`src/rtl/board_pkg.sv`:
```
`default_nettype none
// +---------------------------------------------------------------------------+
// | board_pkg : shared codes, FSM states and line-mask helper for the referee  |
// | Revision  : 1.0                                                            |
// +---------------------------------------------------------------------------+
package board_pkg;

   localparam logic [1:0] WIN_NONE = 2'b00;
   localparam logic [1:0] WIN_X    = 2'b01;
   localparam logic [1:0] WIN_O    = 2'b10;
   localparam logic [1:0] WIN_TIE  = 2'b11;

   localparam logic PLAYER_X = 1'b0;
   localparam logic PLAYER_O = 1'b1;

   localparam int MAX_CELLS = 64;

   typedef enum logic [1:0] {
      ST_PLAY  = 2'd0,
      ST_CHECK = 2'd1,
      ST_OVER  = 2'd2
   } state_t;

   // Lines 0..n-1 are rows, n..2n-1 columns, 2n main diagonal, 2n+1 anti-diagonal.
   function automatic logic [MAX_CELLS-1:0] line_mask(input int k, input int n);
      logic [MAX_CELLS-1:0] m;
      m = '0;
      for (int i = 0; i < n; i++) begin
         if (k < n)            m[k*n + i]           = 1'b1;
         else if (k < 2*n)     m[i*n + (k - n)]     = 1'b1;
         else if (k == 2*n)    m[i*n + i]           = 1'b1;
         else                  m[i*n + (n - 1 - i)] = 1'b1;
      end
      return m;
   endfunction

endpackage
`default_nettype wire

```
`src/rtl/board_referee_line_checker.sv`:
```
`default_nettype none
// +---------------------------------------------------------------------------+
// | line_checker : flags completed rows/columns/diagonals on one player board  |
// | Revision     : 1.0                                                         |
// +---------------------------------------------------------------------------+
module line_checker
   import board_pkg::*;
#(
   parameter int N = 3
) (
   input  logic [N*N-1:0] board,
   output logic           any_line,
   output logic [N*N-1:0] line_or_mask
);

   localparam int c_cells = N*N;
   localparam int c_lines = 2*N + 2;

   logic [c_lines-1:0] w_hit;
   logic [c_cells-1:0] w_sel [c_lines];

   generate
      for (genvar r = 0; r < N; r++) begin : g_row
         localparam logic [MAX_CELLS-1:0] c_full = line_mask(r, N);
         localparam logic [c_cells-1:0]   c_mask = c_full[c_cells-1:0];
         assign w_hit[r] = &(board | ~c_mask);
         assign w_sel[r] = w_hit[r] ? c_mask : '0;
      end
      for (genvar c = 0; c < N; c++) begin : g_col
         localparam logic [MAX_CELLS-1:0] c_full = line_mask(N + c, N);
         localparam logic [c_cells-1:0]   c_mask = c_full[c_cells-1:0];
         assign w_hit[N+c] = &(board | ~c_mask);
         assign w_sel[N+c] = w_hit[N+c] ? c_mask : '0;
      end
      for (genvar d = 0; d < 2; d++) begin : g_diag
         localparam logic [MAX_CELLS-1:0] c_full = line_mask(2*N + d, N);
         localparam logic [c_cells-1:0]   c_mask = c_full[c_cells-1:0];
         assign w_hit[2*N+d] = &(board | ~c_mask);
         assign w_sel[2*N+d] = w_hit[2*N+d] ? c_mask : '0;
      end
   endgenerate

   always_comb begin
      line_or_mask = '0;
      for (int k = 0; k < c_lines; k++) begin
         line_or_mask = line_or_mask | w_sel[k];
      end
      any_line = |w_hit;
   end

endmodule
`default_nettype wire

```
`src/rtl/board_referee.sv`:
```
`default_nettype none
// +---------------------------------------------------------------------------+
// | board_referee : NxN X/O board owner with turn/legality, win and tie check |
// | Revision      : 1.0                                                        |
// +---------------------------------------------------------------------------+
module board_referee
   import board_pkg::*;
#(
   parameter int N       = 3,
   parameter bit FIRST_O = 1'b0
) (
   input  logic                        clk,
   input  logic                        rst,
   input  logic                        new_game,
   input  logic                        move_valid,
   output logic                        move_ready,
   input  logic                        move_player,
   input  logic [$clog2(N*N)-1:0]      move_cell,
   output logic [N*N-1:0]              x_board,
   output logic [N*N-1:0]              o_board,
   output logic                        turn,
   output logic [$clog2(N*N+1)-1:0]    move_count,
   output logic                        illegal,
   output logic                        move_done,
   output logic                        game_over,
   output logic [1:0]                  winner,
   output logic [N*N-1:0]              win_mask
);

   localparam int                   c_cells = N*N;
   localparam int                   CW      = $clog2(N*N);
   localparam int                   MCW     = $clog2(N*N+1);
   localparam logic [c_cells-1:0]   c_one   = c_cells'(1);

   state_t             r_state;
   logic [c_cells-1:0] r_x;
   logic [c_cells-1:0] r_o;
   logic               r_turn;
   logic [MCW-1:0]     r_count;
   logic               r_illegal;
   logic               r_done;
   logic [1:0]         r_winner;
   logic [c_cells-1:0] r_mask;

   logic [c_cells-1:0] w_onehot;
   logic               w_in_range;
   logic               w_occupied;
   logic               w_legal;
   logic [c_cells-1:0] w_mover_board;
   logic               w_any_line;
   logic [c_cells-1:0] w_line_mask;
   logic               w_full;

   // Out-of-range cells shift the one-hot to zero, so they never alias onto a real cell.
   assign w_onehot      = c_one << move_cell;
   assign w_in_range    = ({1'b0, move_cell} < (CW+1)'(c_cells));
   assign w_occupied    = |(w_onehot & (r_x | r_o));
   assign w_legal       = (move_player == r_turn) && w_in_range && !w_occupied;
   assign w_mover_board = (r_turn == PLAYER_O) ? r_o : r_x;
   assign w_full        = (r_count == MCW'(c_cells));

   line_checker #(.N(N)) u_lines (
      .board        (w_mover_board),
      .any_line     (w_any_line),
      .line_or_mask (w_line_mask)
   );

   always_ff @(posedge clk) begin
      if (rst || new_game) begin
         r_state   <= ST_PLAY;
         r_x       <= '0;
         r_o       <= '0;
         r_turn    <= FIRST_O;
         r_count   <= '0;
         r_illegal <= 1'b0;
         r_done    <= 1'b0;
         r_winner  <= WIN_NONE;
         r_mask    <= '0;
      end else begin
         r_illegal <= 1'b0;
         r_done    <= 1'b0;
         case (r_state)
            ST_PLAY: begin
               if (move_valid) begin
                  if (w_legal) begin
                     if (r_turn == PLAYER_O) r_o <= r_o | w_onehot;
                     else                    r_x <= r_x | w_onehot;
                     r_count <= r_count + MCW'(1);
                     r_state <= ST_CHECK;
                  end else begin
                     r_illegal <= 1'b1;
                  end
               end
            end
            ST_CHECK: begin
               r_done <= 1'b1;
               if (w_any_line) begin
                  r_winner <= (r_turn == PLAYER_O) ? WIN_O : WIN_X;
                  r_mask   <= w_line_mask;
                  r_state  <= ST_OVER;
               end else if (w_full) begin
                  r_winner <= WIN_TIE;
                  r_mask   <= '0;
                  r_state  <= ST_OVER;
               end else begin
                  r_turn  <= ~r_turn;
                  r_state <= ST_PLAY;
               end
            end
            ST_OVER: begin
            end
            default: r_state <= ST_PLAY;
         endcase
      end
   end

   assign move_ready = (r_state == ST_PLAY);
   assign game_over  = (r_state == ST_OVER);
   assign x_board    = r_x;
   assign o_board    = r_o;
   assign turn       = r_turn;
   assign move_count = r_count;
   assign illegal    = r_illegal;
   assign move_done  = r_done;
   assign winner     = r_winner;
   assign win_mask   = r_mask;

endmodule
`default_nettype wire

```
`config.mk`:
```
export PLATFORM = sky130hd
export DESIGN_NAME = board_referee
export DESIGN_NICKNAME = d
export VERILOG_FILES = /design/src/rtl/board_pkg.sv /design/src/rtl/board_referee_line_checker.sv /design/src/rtl/board_referee.sv
export SDC_FILE = /design/constraint.sdc
export NUM_CORES = 1
export LEC_CHECK = 0
export CAP_MARGIN = 10
export CORE_MARGIN = 4
export CORE_UTILIZATION = 40
export CTS_BUF_LIST = sky130_fd_sc_hd__clkbuf_4
export CTS_CLUSTER_DIAMETER = 50
export CTS_CLUSTER_SIZE = 25
export DETAILED_ROUTE_END_ITERATION = 8
export MAX_ROUTING_LAYER = met4
export PLACE_DENSITY_LB_ADDON = 0.25
export SYNTH_ARGS = -nofsm -noshare
export SYNTH_HDL_FRONTEND = slang
export SYNTH_HIERARCHICAL = 1
export SYNTH_SLANG_ARGS = --single-unit
```
`constraint.sdc`:
```
create_clock -name clk -period 3.5 [get_ports clk]
set_input_delay 0.875 -clock clk [delete_from_list [all_inputs] [get_ports clk]]
set_output_delay 0.875 -clock clk [all_outputs]
set_load 0.1 [all_outputs]
```
# [Word-level counts from Yosys, hierarchy flattened]
# Index checks and enable logic that the tools add are counted.
[op_classes] add_sub_neg=1 n_mul=0 n_div=0 magnitude_cmp=1 eq_ne=6 n_shift=1 muxes=21 bitwise_logic=17 reduce_logical=23
[op_table] op="9-bit bitwise OR" count=8
[op_table] op="9-bit 2-to-1 mux" count=6
[op_table] op="3-bit AND reduction" count=11
[op_table] op="2-bit 2-to-1 mux" count=7
[op_table] op="7-bit 2-to-1 mux" count=2
[op_table] op="9-bit bitwise AND" count=1
[op_table] op="9-bit by 7-bit bitwise OR with 9-bit output" count=1
[op_table] op="9-bit by 8-bit bitwise OR with 9-bit output" count=1
[op_table] op="9-bit OR reduction" count=1
[op_table] op="1-bit by 4-bit << shifter with 9-bit output, first input constant" count=1
[op_table] op="8-bit 2-to-1 mux" count=1
[op_table] op="4-bit AND reduction" count=2
[op_table] op="8-bit OR reduction" count=1
[op_table] op="6-bit 2-to-1 mux" count=1
[op_table] op="1-bit inverter" count=6
[op_table] op="2-bit one-hot mux with 3 select lines" count=1
[op_table] op="4-bit by 1-bit adder with 4-bit output, second input constant" count=1
[op_table] op="4-bit == test, second input constant" count=1
[op_table] op="4-bit less-than comparator, second input constant" count=1
[op_table] op="3-bit 2-to-1 mux" count=1
[op_table] op="3-bit OR reduction" count=1
[op_table] op="2-bit by 1-bit == test with 1-bit output, second input constant" count=1
[op_table] op="2-bit == test, second input constant" count=1
[op_table] op="1-bit logical AND" count=2
[op_table] op="9 further kinds" count=10
[totals] regBits=38 latchBits=0 ramBits=0 romBits=0 input_bits=9 elab_cells=79 n_memories=0

# [Longest topological paths before layout]
# Gate-level depths: netlist of the first run.
[depth] ltp_word=11 ltp_mapped=11 ltp_nobuf=8

# [Cells and area by module]
# Netlist of the first run, hierarchy kept.
[by_module_without_submodules] mod="board_referee" instances=1 cells_each=198 area_per_inst_um2=1815.5
[by_module_without_submodules] mod="line_checker" instances=1 cells_each=28 area_per_inst_um2=180.2

# [Least setup slack after synthesis of the first run]
# No wires, ideal clock.
[synth_path] path_kind="register -> register" start="register r_turn, in the netlist turn" end="register r_mask[0], in the netlist win_mask[0]" arrival_ns=3.434 required_time_ns=3.432 path_slack_ns=-0.002 path_stages_with_launch=11 n_path_buf=3 period_less_slack_ns=3.502 path_cell_list="dfxtp_1 clkbuf_1 clkbuf_1 mux2_2 a22o_1 a221o_1 o21bai_1 nand2_1 clkbuf_1 a22oi_1 nor2_1"
[synth_between] elab_cells_between_ends=23
[synth_lines] element="start: declaration" line="board_referee.sv:38" text="logic r_turn;"
[synth_lines] element="start signal: assignment" line="board_referee.sv:106" text="r_turn <= ~r_turn;"
[synth_lines] element="9-bit 2-to-1 mux (*)" line="board_referee.sv:59" text="assign w_mover_board = (r_turn == PLAYER_O) ? r_o : r_x;"
[synth_lines] element="via w_mover_board[6]" line="board_referee.sv:49" text="logic [c_cells-1:0] w_mover_board;"
[synth_lines] element="3-bit AND reduction, on equally long branches" line="board_referee_line_checker.sv:26, board_referee_line_checker.sv:32, board_referee_line_checker.sv:38"
[synth_lines] element="8-bit OR reduction (*)" line="board_referee_line_checker.sv:48" text="any_line = |w_hit;"
[synth_lines] element="via w_any_line" line="board_referee.sv:50" text="logic w_any_line;"
[synth_lines] element="2-bit nonzero test (no source line)"
[synth_lines] element="2-bit AND reduction (no source line)"
[synth_lines] element="end signal: assignment" line="board_referee.sv:99" text="r_mask <= w_line_mask;"
[synth_lines] element="end: declaration" line="board_referee.sv:43" text="logic [c_cells-1:0] r_mask;"
# The timed path passes the listed nets; every way through them passes the cells marked *.
# A chain may end at the register's enable or synchronous reset.

# [Worst setup path in the final report of the first run]
[layout_path] start="input port move_cell[0]" end="register r_x[1], in the netlist x_board[1]"
[layout_between] elab_chain_len=6 elab_cells_between_ends=9
[layout_lines] element="start: declaration" line="board_referee.sv:18" text="input logic [$clog2(N*N)-1:0] move_cell,"
[layout_lines] element="1-bit by 4-bit << shifter with 9-bit output" line="board_referee.sv:55" text="assign w_onehot = c_one << move_cell;"
[layout_lines] element="9-bit bitwise AND" line="board_referee.sv:57" text="assign w_occupied = |(w_onehot & (r_x | r_o));"
[layout_lines] element="9-bit OR reduction" line="board_referee.sv:57"
[layout_lines] element="1-bit zero test" line="board_referee.sv:58" text="assign w_legal = (move_player == r_turn) && w_in_range && !w_occupied;"
[layout_lines] element="1-bit logical AND" line="board_referee.sv:58"
[layout_lines] element="4-bit AND reduction (no source line)"
[layout_lines] element="end signal: assignment" line="board_referee.sv:87" text="else r_x <= r_x | w_onehot;"
[layout_lines] element="end: declaration" line="board_referee.sv:36" text="logic [c_cells-1:0] r_x;"
# Parallel ways exist; a longest one is shown, timed or not.

==> results of run 1 <==
state kept, by name (all words and copies together) (netlist names):
name        count
o_board         9
win_mask        9
x_board         9
move_count      4
r_state         2
winner          2
illegal         1
move_done       1
turn            1
report_power, final:
group | internal, mW | switching (mW)
logic | 0.0246 | 0.0475
clock network | 0.0913 | 0.136
registers | 0.434 | 0.00193
total | 0.550 | 0.185
cell usage after synthesis (6+ instances only):
cell	number
sky130_fd_sc_hd__nor2_1	29
sky130_fd_sc_hd__mux2_2	9
sky130_fd_sc_hd__clkbuf_1	8
sky130_fd_sc_hd__inv_1	7
sky130_fd_sc_hd__nor2b_1	8
sky130_fd_sc_hd__dfxtp_1	38
sky130_fd_sc_hd__a22oi_1	17
sky130_fd_sc_hd__or3_1	6
sky130_fd_sc_hd__o21ai_0	11
sky130_fd_sc_hd__nand2_1	26
cells in the final DEF (no fill, tap or decap), types with 2 or more instances in the layout:
master                            count
sky130_fd_sc_hd__nor2_1              29
sky130_fd_sc_hd__dfxtp_1             37
sky130_fd_sc_hd__a22oi_1             17
sky130_fd_sc_hd__o31ai_1              4
sky130_fd_sc_hd__a21oi_1              2
sky130_fd_sc_hd__or3_1                6
sky130_fd_sc_hd__a31oi_1              3
sky130_fd_sc_hd__nand3_1              4
sky130_fd_sc_hd__o41ai_2              2
sky130_fd_sc_hd__a41oi_1              2
sky130_fd_sc_hd__ha_1                 2
sky130_fd_sc_hd__mux2i_1              4
sky130_fd_sc_hd__nand3_2              3
sky130_fd_sc_hd__o21ai_0             11
sky130_fd_sc_hd__nand2_1             26
sky130_fd_sc_hd__nor3_1               4
sky130_fd_sc_hd__clkdlybuf4s50_1      8
sky130_fd_sc_hd__or2_2                3
sky130_fd_sc_hd__a221oi_1             2
sky130_fd_sc_hd__nor2b_1              8
sky130_fd_sc_hd__inv_1                7
sky130_fd_sc_hd__clkbuf_4             7
sky130_fd_sc_hd__nand2b_1             3
sky130_fd_sc_hd__buf_4               41
sky130_fd_sc_hd__or2_1                2
sky130_fd_sc_hd__nand4b_1             2
sky130_fd_sc_hd__mux2_2               9
layer usage:
layer | up-vias | GRT usage, % | share of wire, %
met5 | - | - | 0
met4 | 0 | 6.82 | 0.56
met3 | 2 | 4.93 | 7.1
met2 | 51 | 25.1 | 45
met1 | 856 | 25.4 | 48
li1 | 904 | - | -
layout make-up:
class                   count  area, um^2  share of cell area (%)
inverters                   7        26.3                    1.08
clock buffers               7        52.6                    2.15
flip-flops and latches     38         762                    31.2
repair buffers             49         388                    15.9
multi-input cells         168        1130                    46.2
well taps                  67        83.8                    3.43
kinds of logic (layout without fill, tap and decap cells):
family,Yosys count,in the layout,synth area share [%]
flops,38,38,38.1
buf+inv,20,63,5.33
mux,13,13,7.08
compound gates,58,58,23.8
fa+ha+maj,2,2,1.25
simple gates,94,94,24.0
xor+xnor,1,1,0.439
critical path, cell delays in order:
cell,delay (ns)
sky130_fd_sc_hd__clkdlybuf4s50_1,0.72
sky130_fd_sc_hd__nor4b_1,0.16
sky130_fd_sc_hd__o21a_2,0.17
sky130_fd_sc_hd__nor4_4,0.46
sky130_fd_sc_hd__nand3_2,0.26
sky130_fd_sc_hd__o31ai_1,0.28
metrics by stage:
step                      utilization, %  area (um^2)
after CTS                           51.0         2440
after global placement              49.9         2390
after floorplan                        -         2000
after global routing                51.0         2440
after detailed placement            49.9         2390
final                               51.0         2440
how the worst min path moves through the flow:
stage,cells after the start,slack (ns),start,to
floorplan,2,0.48,r_state[0]$_SDFFE_PP0P_,move_done$_SDFF_PP0_
global placement,2,0.46,winner[1]$_SDFFE_PP0P_,winner[1]$_SDFFE_PP0P_
detailed placement,2,0.47,winner[0]$_SDFFE_PP0P_,winner[0]$_SDFFE_PP0P_
CTS,2,0.49,winner[0]$_SDFFE_PP0P_,winner[0]$_SDFFE_PP0P_
global route,2,0.51,winner[1]$_SDFFE_PP0P_,winner[1]$_SDFFE_PP0P_
finish,2,0.48,winner[1]$_SDFFE_PP0P_,winner[1]$_SDFFE_PP0P_
==> tab_implementation.tex, run 1 <==
\begin{tabular}{lr}
\hline
Metric & Value \\
\hline
\multicolumn{2}{l}{\textbf{Status}} \\
\quad Outcome & finished, final reports clean \\
\multicolumn{2}{l}{\textbf{Run}} \\
\quad Number of max-cap violations & 0 \\
\multicolumn{2}{l}{\textbf{Clocking}} \\
\quad Library cell used as clock root buffer & sky130\_fd\_sc\_hd\_\_clkbuf\_4 \\
\quad Clock Latency Late Sink & 0.34 ns \\
\quad Count of instances resized after the clock tree is built & 0 \\
\quad Hold bufs inserted after CTS & 0 \\
\quad Clk sinks & 38 \\
\quad \# Post-CTS Setup Buffers & 0 \\
\quad Clock tree from TritonCTS & yes \\
\quad Htree depth & 2 \\
\quad Deepest clock path buffer count & 2 \\
\quad Clock slew at reported path FFs & $\sim$0.10 ns \\
\quad Number of buffers created by CTS & 5 \\
\multicolumn{2}{l}{\textbf{STA}} \\
\quad Smallest hold slack & around 0.48 ns \\
\quad Post-route minimum period & $\sim$2.7 ns \\
\quad Fin Clk Skew & 0.00218 ns \\
\quad Period Utilization, post-route & 76.3\% \\
\quad Number of hold-slack violations in the final timing report & 0 \\
\quad Top achievable clock speed & 374 MHz \\
\quad Slew Limit Headroom & 62.2\% \\
\quad Pin slew with the least headroom to its limit & 0.560 ns \\
\quad Count of endpoints failing setup in the final report & 0 \\
\quad Setup repair after global routing missed its margin & false \\
\quad Final max-slew violation count & 0 \\
\quad Final TNS setup & 0 ns \\
\quad Final WS setup & between 0.8 and 0.9 ns \\
\multicolumn{2}{l}{\textbf{Logic synthesis}} \\
\quad Area share of the largest cell type after synthesis & 38.1\% \\
\quad Sequential-to-total area share from yosys stat & 38.1\% \\
\quad Number of warnings reported in the yosys synthesis log & 6 \\
\quad Post-Synthesis Mean Instance Area & 8.83 um\^{}2 \\
\quad Async S/R FF share, synth & 0\% \\
\quad Number of synthesized register bits & 38 \\
\quad Post-synth top flop & sky130\_fd\_sc\_hd\_\_dfxtp\_1 \\
\quad Number of distinct standard cells referenced by the synthesized netlist & 47 \\
\quad Number of flops mapped to enable cells by yosys & 0 \\
\quad Post-synthesis instance area & 0.00200 mm\^{}2 \\
\quad Largest area contributor in the synthesized netlist & sky130\_fd\_sc\_hd\_\_dfxtp\_1 \\
\quad Cells after Synth & between 200 and 250 \\
\quad Net count after synthesis & 237 \\
\quad Biggest area contributors in the synthesized netlist & sky130\_fd\_sc\_hd\_\_dfxtp\_1 38\%, sky130\_fd\_sc\_hd\_\_a22oi\_1 6.4\%, sky130\_fd\_sc\_hd\_\_nor2\_1 5.5\%, sky130\_fd\_sc\_hd\_\_mux2\_2 5.1\%, sky130\_fd\_sc\_hd\_\_nand2\_1 4.9\% \\
\multicolumn{2}{l}{\textbf{Global routing}} \\
\quad Number of antenna violations at the first check in global routing & 0 \\
\quad Total grt overflow & 0 \\
\quad Total Routing Usage GR & 18.3\% \\
\quad Wire length of the first global-routing pass & 8670 um \\
\quad Maximum number of pins on one net before global-route repair & 20 \\
\quad Vias in the first global route & around 1700 \\
\multicolumn{2}{l}{\textbf{Floorplanning}} \\
\quad Die Ht & 78.6 um \\
\quad Number of primary I/O pins & 47 \\
\quad Chip Width & a little under 80 um \\
\quad Die area & 0.00618 mm\^{}2 \\
\quad Initial standard-cell utilization of the core & 41.7\% \\
\quad FP Rows & 25 \\
\quad Core Area & 0.00479 mm\^{}2 \\
\multicolumn{2}{l}{\textbf{Final layout}} \\
\quad Share of cells above drive strength 1 & roughly 27\% \\
\quad Antenna diode count & 0 \\
\quad Final std cells w/o fill & 336 \\
\quad Final-stage net count & 280 \\
\quad Growth of design area from synthesis to finish & 22.3\% \\
\quad Filler instances & 491 \\
\multicolumn{2}{l}{\textbf{Placed design}} \\
\quad Number of port buffers & 46 \\
\quad Worst slack after detailed placement & 0.494 ns \\
\quad Placer's final routability congestion estimate & 0.846 \\
\quad Half-perimeter wire length of the detailed placement result & $\sim$3800 um \\
\quad Cell Count Post-Placement & 329 \\
\multicolumn{2}{l}{\textbf{Setup path}} \\
\quad Worst Path Max Fanout & 10 \\
\quad Flop2flop setup slack & 0.95 ns \\
\quad Crit. End Element & register \\
\quad Worst setup SP type & input port \\
\quad Critical path class & in -> reg \\
\quad Required arrival time at the worst endpoint & roughly 3.8 ns \\
\quad Launching point of the worst reg2reg path & turn\$\_SDFFE\_PP0P\_ \\
\quad Reg-to-reg critical path endpoint & win\_mask[4]\$\_SDFFE\_PP0P\_ \\
\quad Number of cells on the worst reg-to-reg path & 7 \\
\quad Data arrival time at the worst-slack endpoint & 2.93 ns \\
\quad Crit. Startpoint & move\_cell[0] \\
\quad Capture point of the worst path & x\_board[1]\$\_SDFFE\_PP0P\_ \\
\multicolumn{2}{l}{\textbf{Routing}} \\
\quad Mean routed wirelength per cell & 15.5 um \\
\quad Count of vias placed by the detailed router & 1813 \\
\quad Overall routed net length & 5200 um \\
\quad Number of DRC markers in iteration 0 & 100 \\
\quad DRC viols & 0 \\
\quad Post-route antenna net violation count & 0 \\
\quad Vias per inst & about 5.4 \\
\quad Number of search-and-repair iterations in the first detailed-routing pass & 4 \\
\multicolumn{2}{l}{\textbf{Power}} \\
\quad Cell leakage power & 0.935 nW \\
\quad Max rail drop VDD & around 150 uV \\
\quad Total power & 0.735 mW \\
\quad Cell area power density & 301 mW/mm\^{}2 \\
\multicolumn{2}{l}{\textbf{Hold path}} \\
\quad Class of the most critical hold timing path & reg -> reg \\
\hline
\end{tabular}
(Power assumes the default switching activity.)
==> run 2, diff against run 1 <==
Clock period 3.5 ns to 2.8 ns, I/O delays scaled along.
==> run 2 against run 1 <==
Against the previous run: clock-buffer cell count is the same; highest routed layer unchanged; global-route usage increased by 0.13 points; hold slack got worse by 0.0025 ns; critical path type is now reg -> reg.
==> tab_implementation.tex, run 2 (same netlist as run 1, synthesis figures left out) <==
\begin{tabular}{lr}
\hline
Metric & Value \\
\hline
\multicolumn{2}{l}{\textbf{Setup path}} \\
\quad Critical path class & reg -> reg (was in -> reg) \\
\quad CP top delay family & compound AO/OA/AOI/OAI gates (was simple AND/OR/NAND/NOR gates) \\
\quad Series of cell instances along the critical path & mux2\_2, a22o\_1, a221o\_1, o21bai\_1, nand2\_1, a22oi\_1, nor2\_1 (was clkdlybuf4s50\_1, nor4b\_1, o21a\_2, nor4\_4, nand3\_2, o31ai\_1) \\
\quad Data arrival time at the worst-slack endpoint & 2.74 ns (was 2.93 ns) \\
\quad Number of cells on the worst reg-to-reg path & 7 (unchanged) \\
\quad Total stage count of the critical path & 7 (was 6) \\
\quad Required arrival time at the worst endpoint & 3.08 ns (was 3.76 ns) \\
\quad Launching point of the worst reg2reg path & turn\$\_SDFFE\_PP0P\_ (unchanged) \\
\quad Capture point of the worst path & win\_mask[3]\$\_SDFFE\_PP0P\_ (was x\_board[1]\$\_SDFFE\_PP0P\_) \\
\quad Crit. End Element & register (unchanged) \\
\quad Maximum single-stage delay on the critical path & 0.51 ns (was 0.72 ns) \\
\quad Worst setup SP type & register (was input port) \\
\quad Flop2flop setup slack & 0.34 ns (was 0.95 ns) \\
\quad Worst Path Max Fanout & 19 (was 10) \\
\quad Critical Path Slowest Stage Cell & sky130\_fd\_sc\_hd\_\_dfxtp\_4 (was sky130\_fd\_sc\_hd\_\_clkdlybuf4s50\_1) \\
\quad Reg-to-reg critical path endpoint & win\_mask[3]\$\_SDFFE\_PP0P\_ (was win\_mask[4]\$\_SDFFE\_PP0P\_) \\
\quad Number of buffers and inverters on the critical path & 0 (was 1) \\
\quad Crit. Startpoint & turn\$\_SDFFE\_PP0P\_ (was move\_cell[0]) \\
\multicolumn{2}{l}{\textbf{Clocking}} \\
\quad Clock slew at reported path FFs & 0.12 ns (was 0.10 ns) \\
\quad Number of buffers created by CTS & 5 (unchanged) \\
\quad Clock Latency Late Sink & 0.35 ns (was 0.34 ns) \\
\quad Deepest clock path buffer count & 2 (unchanged) \\
\quad Hold bufs inserted after CTS & 0 (unchanged) \\
\quad Clock tree from TritonCTS & yes (unchanged) \\
\quad Library cell used as clock root buffer & sky130\_fd\_sc\_hd\_\_clkbuf\_4 (unchanged) \\
\quad Count of instances resized after the clock tree is built & 0 (unchanged) \\
\quad Htree depth & 2 (unchanged) \\
\quad Clk sinks & 38 (unchanged) \\
\quad \# Post-CTS Setup Buffers & 0 (unchanged) \\
\multicolumn{2}{l}{\textbf{Final layout}} \\
\quad Final-stage net count & 284 (was 280) \\
\quad Multi-input combinational cell area & 0.00113 mm\^{}2 (unchanged) \\
\quad Filler instances & 466 (was 491) \\
\quad Share of cells above drive strength 1 & 28.5\% (was 27.1\%) \\
\quad Most frequent cells in the layout & 45 x sky130\_fd\_sc\_hd\_\_buf\_4, 37 x sky130\_fd\_sc\_hd\_\_dfxtp\_1, 29 x sky130\_fd\_sc\_hd\_\_nor2\_1, 26 x sky130\_fd\_sc\_hd\_\_nand2\_1, 17 x sky130\_fd\_sc\_hd\_\_a22oi\_1 (was 41 x sky130\_fd\_sc\_hd\_\_buf\_4, 37 x sky130\_fd\_sc\_hd\_\_dfxtp\_1, 29 x sky130\_fd\_sc\_hd\_\_nor2\_1, 26 x sky130\_fd\_sc\_hd\_\_nand2\_1, 17 x sky130\_fd\_sc\_hd\_\_a22oi\_1) \\
\quad Seq. cell area & 764 um\^{}2 (was 762 um\^{}2) \\
\quad Antenna diode count & 0 (unchanged) \\
\quad Growth of design area from synthesis to finish & 24.3\% (was 22.3\%) \\
\quad Leading cell type in the layout, fill and taps excluded & sky130\_fd\_sc\_hd\_\_buf\_4 (unchanged) \\
\quad Cell area after layout & 0.00248 mm\^{}2 (was 0.00244 mm\^{}2) \\
\multicolumn{2}{l}{\textbf{Power}} \\
\quad Sequential share of power & 58.1\% (was 59.3\%) \\
\quad Internal Dissipation & 0.694 mW (was 0.550 mW) \\
\quad Power spent charging and discharging nets & 0.243 mW (was 0.185 mW) \\
\quad Sw Share & 25.9\% (was 25.2\%) \\
\quad Cell leakage power & 0.955 nW (was 0.935 nW) \\
\quad Part of the power in combinational logic & 10.2\% (was 9.8\%) \\
\quad Clk network pwr share & 31.8\% (was 30.9\%) \\
\quad Cell area power density & 377 mW/mm\^{}2 (was 301 mW/mm\^{}2) \\
\quad Max rail drop VDD & 171 uV (was 146 uV) \\
\multicolumn{2}{l}{\textbf{Status}} \\
\quad Outcome & finished, final reports clean (unchanged) \\
\multicolumn{2}{l}{\textbf{STA}} \\
\quad Pin slew with the least headroom to its limit & 0.379 ns (was 0.560 ns) \\
\quad Setup repair after global routing missed its margin & false (unchanged) \\
\quad Smallest hold slack & 0.475 ns (was 0.478 ns) \\
\quad Post-route minimum period & 2.46 ns \\
\quad Top achievable clock speed & $\sim$410 MHz \\
\quad Count of endpoints failing setup in the final report & 0 (unchanged) \\
\quad Fin Clk Skew & 0.0162 ns (was 0.00218 ns) \\
\quad Final TNS setup & 0 ns (unchanged) \\
\quad Period Utilization, post-route & just under 90\% \\
\quad Number of hold-slack violations in the final timing report & 0 (unchanged) \\
\quad Final max-slew violation count & 0 (unchanged) \\
\quad Slew Limit Headroom & 74.5\% (was 62.2\%) \\
\multicolumn{2}{l}{\textbf{Global routing}} \\
\quad Vias in the first global route & 1736 (was 1743) \\
\quad Maximum number of pins on one net before global-route repair & 25 (was 20) \\
\quad Total grt overflow & 0 (unchanged) \\
\quad Number of antenna violations at the first check in global routing & 0 (unchanged) \\
\quad Wire length of the first global-routing pass & 8690 um (was 8670 um) \\
\quad Total Routing Usage GR & 18.4\% (was 18.3\%) \\
\multicolumn{2}{l}{\textbf{Routing}} \\
\quad Vias per inst & 5.37 (was 5.40) \\
\quad Number of DRC markers in iteration 0 & 103 (was 100) \\
\quad Overall routed net length & 5140 um (was 5200 um) \\
\quad Mean routed wirelength per cell & 15.1 um (was 15.5 um) \\
\quad DRC viols & 0 (unchanged) \\
\quad Post-route antenna net violation count & 0 (unchanged) \\
\quad Number of search-and-repair iterations in the first detailed-routing pass & 5 (was 4) \\
\quad Count of vias placed by the detailed router & 1832 (was 1813) \\
\multicolumn{2}{l}{\textbf{Floorplanning}} \\
\quad Initial standard-cell utilization of the core & 41.7\% (unchanged) \\
\quad Die Ht & 78.6 um (unchanged) \\
\quad Die area & 0.00618 mm\^{}2 (unchanged) \\
\quad Chip Width & 78.6 um (unchanged) \\
\quad FP Rows & 25 (unchanged) \\
\quad Number of primary I/O pins & 47 (unchanged) \\
\quad Core Area & 0.00479 mm\^{}2 (unchanged) \\
\multicolumn{2}{l}{\textbf{Hold path}} \\
\quad Worst hold start & winner[1]\$\_SDFFE\_PP0P\_ (unchanged) \\
\quad Class of the most critical hold timing path & reg -> reg (unchanged) \\
\multicolumn{2}{l}{\textbf{Run}} \\
\quad Number of max-cap violations & 0 (unchanged) \\
\multicolumn{2}{l}{\textbf{Placed design}} \\
\quad Placer's final routability congestion estimate & 0.865 (was 0.846) \\
\quad Number of port buffers & 46 (unchanged) \\
\quad Half-perimeter wire length of the detailed placement result & 3870 um (was 3810 um) \\
\quad Post-place instance area & 0.00242 mm\^{}2 (was 0.00239 mm\^{}2) \\
\hline
\end{tabular}
[run 2: cell count changes in the layout (fill, tap and decap cells not counted)]
cell,delta
sky130_fd_sc_hd__dfxtp_2,-1
sky130_fd_sc_hd__dfxtp_4,+1
sky130_fd_sc_hd__buf_4,+4
sky130_fd_sc_hd__clkinvlp_4,+1
[run 2: layout make-up]
class                   instances  share of cell area (%)
inverters                       7                    1.06
multi-input cells             168                    45.5
clock buffers                   7                    2.12
flip-flops and latches         38                    30.8
clock inverters                 1                   0.303
repair buffers                 53                    16.8
well taps                      67                    3.38
[run 2: per-stage QoR]
stage | std cells | utilization (%) | setup WS [ns] | power (mW)
after floorplan | 226 | - | 0.0417 | 0.619
after CTS | 341 | 51.8 | 0.338 | 0.953
after detailed placement | 333 | 50.6 | 0.178 | 0.651
final | 341 | 51.8 | 0.342 | 0.937
after global placement | 333 | 50.6 | 0.132 | 0.650
after global routing | 341 | 51.8 | 0.0848 | 0.986
[run 2: worst min-delay path by stage]
stage / cells after the start / to
after floorplan: 2 / move_done$_SDFF_PP0_
after CTS: 2 / winner[1]$_SDFFE_PP0P_
after detailed placement: 2 / winner[1]$_SDFFE_PP0P_
final: 2 / winner[1]$_SDFFE_PP0P_
after global placement: 2 / winner[1]$_SDFFE_PP0P_
after global routing: 2 / winner[1]$_SDFFE_PP0P_
[run 2: power by group through the flow]
stage	registers, mW	clock network [mW]	logic (mW)
floorplan	0.568	0	0.0512
global placement	0.556	0	0.0940
detailed placement	0.556	0	0.0944
CTS	0.544	0.314	0.0948
global route	0.545	0.338	0.103
finish	0.544	0.297	0.0953
[run 2: per-layer routing]
layer,GRT usage [%],part of all wire (%),vias up
met3,4.93,5.7,6
met4,5.59,1.1,0
met5,-,0,-
li1,-,-,909
met2,27.8,46,53
met1,24.0,47,864
[run 2: worst reg2reg max path, delay by kind of cell, from the launching register on]
kind | cells | cell delay, ns
compound gates | 4 | 1.02
flops | 1 | 0.51
mux | 1 | 0.45
simple gates | 2 | 0.41
==> run 3, diff against run 2 <==
Settings changed: HOLD_SLACK_MARGIN set to 0.15.
==> results of run 3 <==
Final layout, timing and power as in run 2 (identical DEF).
